[config.mk]
export PLATFORM = sky130hd
export DESIGN_NAME = full_adder_flat
export DESIGN_NICKNAME = d
export VERILOG_FILES = /design/src/rtl/full_adder_pkg.sv /design/src/rtl/full_adder_if.sv /design/src/rtl/full_adder_cell.sv /design/src/rtl/full_adder.sv /design/src/flat_wrapper.sv
export SDC_FILE = /design/constraint.sdc
export NUM_CORES = 1
export LEC_CHECK = 0
export ABC_CLOCK_PERIOD_IN_PS = 800
export CAP_MARGIN = 20
export CORE_AREA = 2 2 39 41
export CTS_CLUSTER_DIAMETER = 80
export DETAILED_ROUTE_END_ITERATION = 10
export DIE_AREA = 0 0 41 43
export SKIP_CTS_REPAIR_TIMING = 1
export SYNTH_ARGS = -nofsm -noshare
export SYNTH_HDL_FRONTEND = slang
export SYNTH_SLANG_ARGS = --single-unit
[constraint.sdc]
create_clock -name clk -period 0.8 [get_ports clk]
set_input_delay 0.08 -clock clk [delete_from_list [all_inputs] [get_ports clk]]
set_output_delay 0.08 -clock clk [all_outputs]
set_load 0.01 [all_outputs]
[src/rtl/full_adder_pkg.sv]
// rtl/full_adder_pkg.sv - datapath constants shared by the adder files
//
// Purpose: owns the default operand width used by the adder interface and top.
// Ports:   none (package).
package full_adder_pkg;

  localparam int DEFAULT_WIDTH = 1;

endpackage

[src/rtl/full_adder_if.sv]
// rtl/full_adder_if.sv - operand/result bundle for the ripple-carry adder
//
// Purpose: groups operands, carry-in, qualifier and both result paths.
// Ports (signals):
//   a, b       operands, WIDTH bits
//   z          carry-in
//   in_valid   qualifies a/b/z for capture into the registered path
//   sum, carry combinational result
//   sum_q, carry_q, out_valid  registered result and its valid pulse
// Modports: master drives operands, slave (the adder) drives results.
interface full_adder_if
  import full_adder_pkg::*;
#(
  parameter int WIDTH = DEFAULT_WIDTH
);

  logic [WIDTH-1:0] a;
  logic [WIDTH-1:0] b;
  logic             z;
  logic             in_valid;
  logic [WIDTH-1:0] sum;
  logic             carry;
  logic [WIDTH-1:0] sum_q;
  logic             carry_q;
  logic             out_valid;

  modport master (
    output a, b, z, in_valid,
    input  sum, carry, sum_q, carry_q, out_valid
  );

  modport slave (
    input  a, b, z, in_valid,
    output sum, carry, sum_q, carry_q, out_valid
  );

endinterface

[src/rtl/full_adder_cell.sv]
// rtl/full_adder_cell.sv - one-bit combinational full adder cell
//
// Purpose: single bit of the ripple-carry chain.
// Ports:
//   a, b  operand bits (in)
//   cin   carry from the next lower bit (in)
//   s     sum bit (out)
//   cout  carry to the next higher bit (out)
module full_adder_cell (
  input  logic a,
  input  logic b,
  input  logic cin,
  output logic s,
  output logic cout
);

  logic p;

  // Propagate term reused by sum and carry.
  assign p    = a ^ b;
  assign s    = p ^ cin;
  assign cout = (a & b) | (cin & p);

endmodule

[src/rtl/full_adder.sv]
// rtl/full_adder.sv - WIDTH-bit ripple-carry adder with registered result copy
//
// Purpose: combinational a + b + z plus a one-cycle-latency registered copy.
// Ports:
//   clk  rising-edge clock for the registered path
//   rst  synchronous active-high reset of the registered path
//   bus  full_adder_if.slave: a, b, z, in_valid in; sum, carry (combinational),
//        sum_q, carry_q, out_valid (registered) out
module full_adder
  import full_adder_pkg::*;
#(
  parameter int WIDTH = DEFAULT_WIDTH
) (
  input  logic             clk,
  input  logic             rst,
  full_adder_if.slave      bus
);

  logic [WIDTH:0]   c;
  logic [WIDTH-1:0] s;
  logic [WIDTH-1:0] sum_r;
  logic             carry_r;
  logic             valid_r;

  assign c[0] = bus.z;

  for (genvar gi = 0; gi < WIDTH; gi++) begin : g_cell
    full_adder_cell u_cell (
      .a    (bus.a[gi]),
      .b    (bus.b[gi]),
      .cin  (c[gi]),
      .s    (s[gi]),
      .cout (c[gi+1])
    );
  end

  // Combinational result is independent of clk, rst and in_valid.
  assign bus.sum   = s;
  assign bus.carry = c[WIDTH];

  // Reset wins over a same-cycle capture; without in_valid the result holds
  // but out_valid drops so it pulses once per accepted input.
  always_ff @(posedge clk) begin
    if (rst) begin
      sum_r   <= '0;
      carry_r <= 1'b0;
      valid_r <= 1'b0;
    end else if (bus.in_valid) begin
      sum_r   <= s;
      carry_r <= c[WIDTH];
      valid_r <= 1'b1;
    end else begin
      valid_r <= 1'b0;
    end
  end

  assign bus.sum_q     = sum_r;
  assign bus.carry_q   = carry_r;
  assign bus.out_valid = valid_r;

endmodule

[src/flat_wrapper.sv]
// flat-port wrapper written by rule: the top's interface ports become plain ports
module full_adder_flat import full_adder_pkg::*;
#(
  parameter int WIDTH = DEFAULT_WIDTH
)
  (clk, rst, bus_a, bus_b, bus_z, bus_in_valid, bus_sum, bus_carry, bus_sum_q, bus_carry_q, bus_out_valid);
  full_adder_if #(.WIDTH(WIDTH)) bus_i ();
  input  logic clk;
  input  logic rst;
  input wire logic [$bits(bus_i.a)-1:0] bus_a;
  input wire logic [$bits(bus_i.b)-1:0] bus_b;
  input wire logic [$bits(bus_i.z)-1:0] bus_z;
  input wire logic [$bits(bus_i.in_valid)-1:0] bus_in_valid;
  output wire logic [$bits(bus_i.sum)-1:0] bus_sum;
  output wire logic [$bits(bus_i.carry)-1:0] bus_carry;
  output wire logic [$bits(bus_i.sum_q)-1:0] bus_sum_q;
  output wire logic [$bits(bus_i.carry_q)-1:0] bus_carry_q;
  output wire logic [$bits(bus_i.out_valid)-1:0] bus_out_valid;
  assign bus_i.a = bus_a;
  assign bus_i.b = bus_b;
  assign bus_i.z = bus_z;
  assign bus_i.in_valid = bus_in_valid;
  assign bus_sum = bus_i.sum;
  assign bus_carry = bus_i.carry;
  assign bus_sum_q = bus_i.sum_q;
  assign bus_carry_q = bus_i.carry_q;
  assign bus_out_valid = bus_i.out_valid;
  full_adder #(.WIDTH(WIDTH)) u_core (.clk(clk), .rst(rst), .bus(bus_i));
endmodule
Word-level counts from Yosys, hierarchy flattened --
Index checks and enable logic that the tools add are counted.
Word-level totals: output and inout port bits 5, word-level logic and storage cells 9, register bits 3, input port bits 6
Operators by class: muxes and demuxes 1, bitwise operators 5
Operators with widths (count):
- $and A1 B1 Y1 | 2
- $xor A1 B1 Y1 | 2
- $mux W1 | 1
- $or A1 B1 Y1 | 1

Longest topological paths before layout --
depth after elaboration 3, gate-level depth with buffers 3, mapped depth without buffers 3

Modules after synthesis --
A second synthesis with hierarchy kept.
Second synthesis, totals: cell total of the unflattened synthesis 9, area, all modules 113.9 µm²
By module, submodules not included:
- full_adder | seq. area each 60.1 µm², instances 1, area an instance 93.8 µm², cells an instance 8
- full_adder_cell | seq. area each 0.0 µm², instances 1, area an instance 20.0 µm², cells an instance 1

Worst setup path after synthesis --
No wires, ideal clock.
path type input -> register, from in bus_z, to reg u_core.sum_r (netlist: u_core.bus.sum_q), path buffers 0, cell stages on the path 3, data arrival time 0.799 ns, setup time 0.114 ns, slack -0.113 ns, required time 0.686 ns, path through fa_1 > mux2i_1 > nor2_1
On the way: cells in the longest elaborated chain, start to end 1
Ends and longest elaborated chain:
- from (decl) | RTL line flat_wrapper.sv:12 | input wire logic [$bits(bus_i.z)-1:0] bus_z;
- $xor A1 B1 Y1 | RTL line full_adder_cell.sv:21 | assign s = p ^ cin;
- to (signal assigned) | RTL line full_adder.sv:49 | sum_r <= s;
- to (decl) | RTL line full_adder.sv:21 | logic [WIDTH-1:0] sum_r;
Every way passes these cells. A chain may end at the register's enable or synchronous reset.

Worst setup path in the final report --
from in bus_b, to out bus_sum
On the way: cells in the longest elaborated chain, start to end 2
Ends and longest elaborated chain:
- from (decl) | RTL line flat_wrapper.sv:11 | input wire logic [$bits(bus_i.b)-1:0] bus_b;
- $xor A1 B1 Y1 | RTL line full_adder_cell.sv:20 | assign p = a ^ b;
- $xor A1 B1 Y1 | RTL line full_adder_cell.sv:21
- to (decl) | RTL line flat_wrapper.sv:14 | output wire logic [$bits(bus_i.sum)-1:0] bus_sum;
Every way passes these cells.

==> impl_metrics.csv <==
group,metric,value,unit
hold_path,hold_class,"primary input to flip-flop",
run,timing.max_cap.violations,0,
worst_setup_path,cp_max_fo,2,
layout,antennaDiodeCount,0,
sta,drv_slew,0,
layout,drive_gt1_share,56.0,%
yosys,synth-edff-count,0,
layout,nets,33,
global_route,grt_util_met2,4.38,%
outcome,violations,"negative setup slack",
hold_path,hp-start,"bus_b",
yosys,synth_top_area_cell,"dfxtp_1",
yosys,synth.ff_latch_count,3,
worst_setup_path,cp_data_required_time,0.72,ns
global_route,grt_pass1_wl,441,um
worst_setup_path,end_kind,"primary output",
die,die_y,43,um
clocking,path_clk_slew,0.04,ns
worst_setup_path,r2r_cells,3,
sta,setup_slack,-0.152,ns
placement,place_congestion,0.586,
sta,maxSlewHeadroom,91.7,%
outcome,status,"complete, but fails checks",
die,rows,14,
yosys,syn_area,114,sq um
sta,final.setup_skew,0,ns
yosys,ys_types,5,
die,die_area,1760,sq um
routing,wl_per_cell,7.46,um
yosys,synth_common_cells,"3 x dfxtp_1, 2 x mux2i_1, 2 x nor2_1, 1 x fa_1, 1 x nor2b_1",
hold_path,hold_end,"u_core.bus.sum_q",
yosys,yosysSeqAreaShare,52.7,%
global_route,grt.busiest_layer,"met4",
yosys,synth_area_per_cell,12.7,sq um
sta,setup_viol,1,
die,die_x,41,um
die,boundaryPins,11,
routing,postRouteAntennaNets,0,
layout,synthToLayoutAreaGrowth,133,%
routing,firstDrtPassIters,4,
clocking,clock_latency,0.23,ns
sta,fmaxAchievable,1050,MHz
worst_setup_path,critical_path_arrival,0.87,ns
sta,worstMarginPinSlew,0.121,ns
clocking,clock-sinks,3,
global_route,grt_pass1_vias,127,
clocking,ctsRootBufferMaster,"clkbuf_4",
yosys,synthArstFlopShare,0,%
sta,fin_tns_setup,-0.152,ns
clocking,cts_max_path_buffers,2,
yosys,synth_fp_nets,16,
clocking,cts_tree,"yes",
worst_setup_path,r2r_start,"u_core.bus.carry_q",
worst_setup_path,reg2reg_slack,0.10,ns
pwr,power_density,2080,nW/um^2
global_route,grt_use_total,4.62,%
sta,rsz0062_at_grt,"yes",
worst_setup_path,crit_path_start_kind,"primary input",
worst_setup_path,crit_type,"primary input to primary output",
global_route,grt_util_met3,4.71,%
pwr,ir_drop,0.000436,V
worst_setup_path,r2r-end,"u_core.bus.carry_q",
yosys,synthFlopType,"dfxtp_1",
global_route,grt_use_met1,4.52,%
routing,wl,306,um
pwr,power.leakage,0.000136,uW
die,core,1380,sq um
routing,vias_per_cell,3.05,
routing,drc,0,
sta,finalHoldViolCount,0,
global_route,grt_max_degree,4,
placement,io_buffers,10,
yosys,synth.most_common_cell,"dfxtp_1",
routing,initialDrtViolationCount,2,
global_route,grt_overflow_total,0,
global_route,antenna_found_initial,0,
yosys,synth_top_area_share,52.7,%
clocking,h-tree-depth,1,
routing,vias,125,
hold_path,hold_depth,4,
clocking,numCtsBuffers,3,
sta,period_needed,0.952,ns
yosys,yosysWarnings,0,
yosys,synth_area_leaders,"dfxtp_1 53%, fa_1 18%, mux2i_1 18%, nor2_1 6.6%, nor2b_1 5.5%",
yosys,synth_cells,9,
die,start_util,8.23,%
sta,post-route-period-util,119,%
pwr,p_total,551,uW
sta,whs,0.337,ns
[per-layer routing]
metal / part of all wire, % / up-vias
li1: - / 61
met1: 47 / 53
met2: 32 / 11
met3: 21 / 0
met4: 0 / 0
met5: 0 / -
[per-stage QoR]
stage | std cells | worst slack [ns] | util [%] | cell area (sq um)
6_report | 41 | -0.152 | 19.2 | 265
5_1_grt | 41 | -0.173 | 19.2 | 265
4_1_cts | 41 | -0.938 | 20.1 | 278
3_5_place_dp | 37 | -0.938 | 18.2 | 251
3_3_place_gp | 37 | -0.920 | 18.2 | 251
2_1_floorplan | 9 | -0.0701 | - | 116
[cells in the final DEF, fill, tap and decap left out]
cell type and count:
buf_2 2, buf_4 2, buf_6 3, clkbuf_1 1, clkbuf_2 2, clkbuf_4 3, clkdlybuf4s50_1 2, dfxtp_1 2
dfxtp_2 1, dlymetal6s2s_1 1, fa_2 1, mux2i_1 2, nor2_1 2, nor2b_1 1
[cells by family after synthesis]
logic type	after synthesis	synth area share, %
simple gates	3	12.1
mux	2	17.6
fa+ha+maj	1	17.6
flops	3	52.7
[power by group]
group	internal (uW)	leakage (uW)	switching (uW)
clock network	187	0.0000150	79.1
logic	73.6	0.0000961	45.2
registers	162	0.0000252	4.12
total	423	0.000136	128
[final cells by class]
cell class	instances	area, sq um
well taps	16	20.0
fillers	157	1120
multi-input cells	6	56.3
repair buffers	12	101
clock buffers	4	26.3
flip-flops and latches	3	61.3
[state kept, by name, indices dropped and copies added, names as in the netlist]
name	cells
u_core.bus.out_valid	1
u_core.bus.sum_q	1
u_core.bus.carry_q	1
[worst max-delay path by stage]
stage                from               end  slack [ns]  cells past startpoint
floorplan           bus_z  u_core.bus.sum_q       -0.07                      3
global placement    bus_z           bus_sum       -0.92                      3
detailed placement  bus_z           bus_sum       -0.94                      3
CTS                 bus_z           bus_sum       -0.94                      3
global route        bus_b           bus_sum       -0.17                      3
finish              bus_b           bus_sum       -0.15                      3
[critical path, stage by stage]
cell   delay, ns
buf_6       0.09
fa_2        0.59
buf_6       0.11
(Power assumes the default switching activity.)
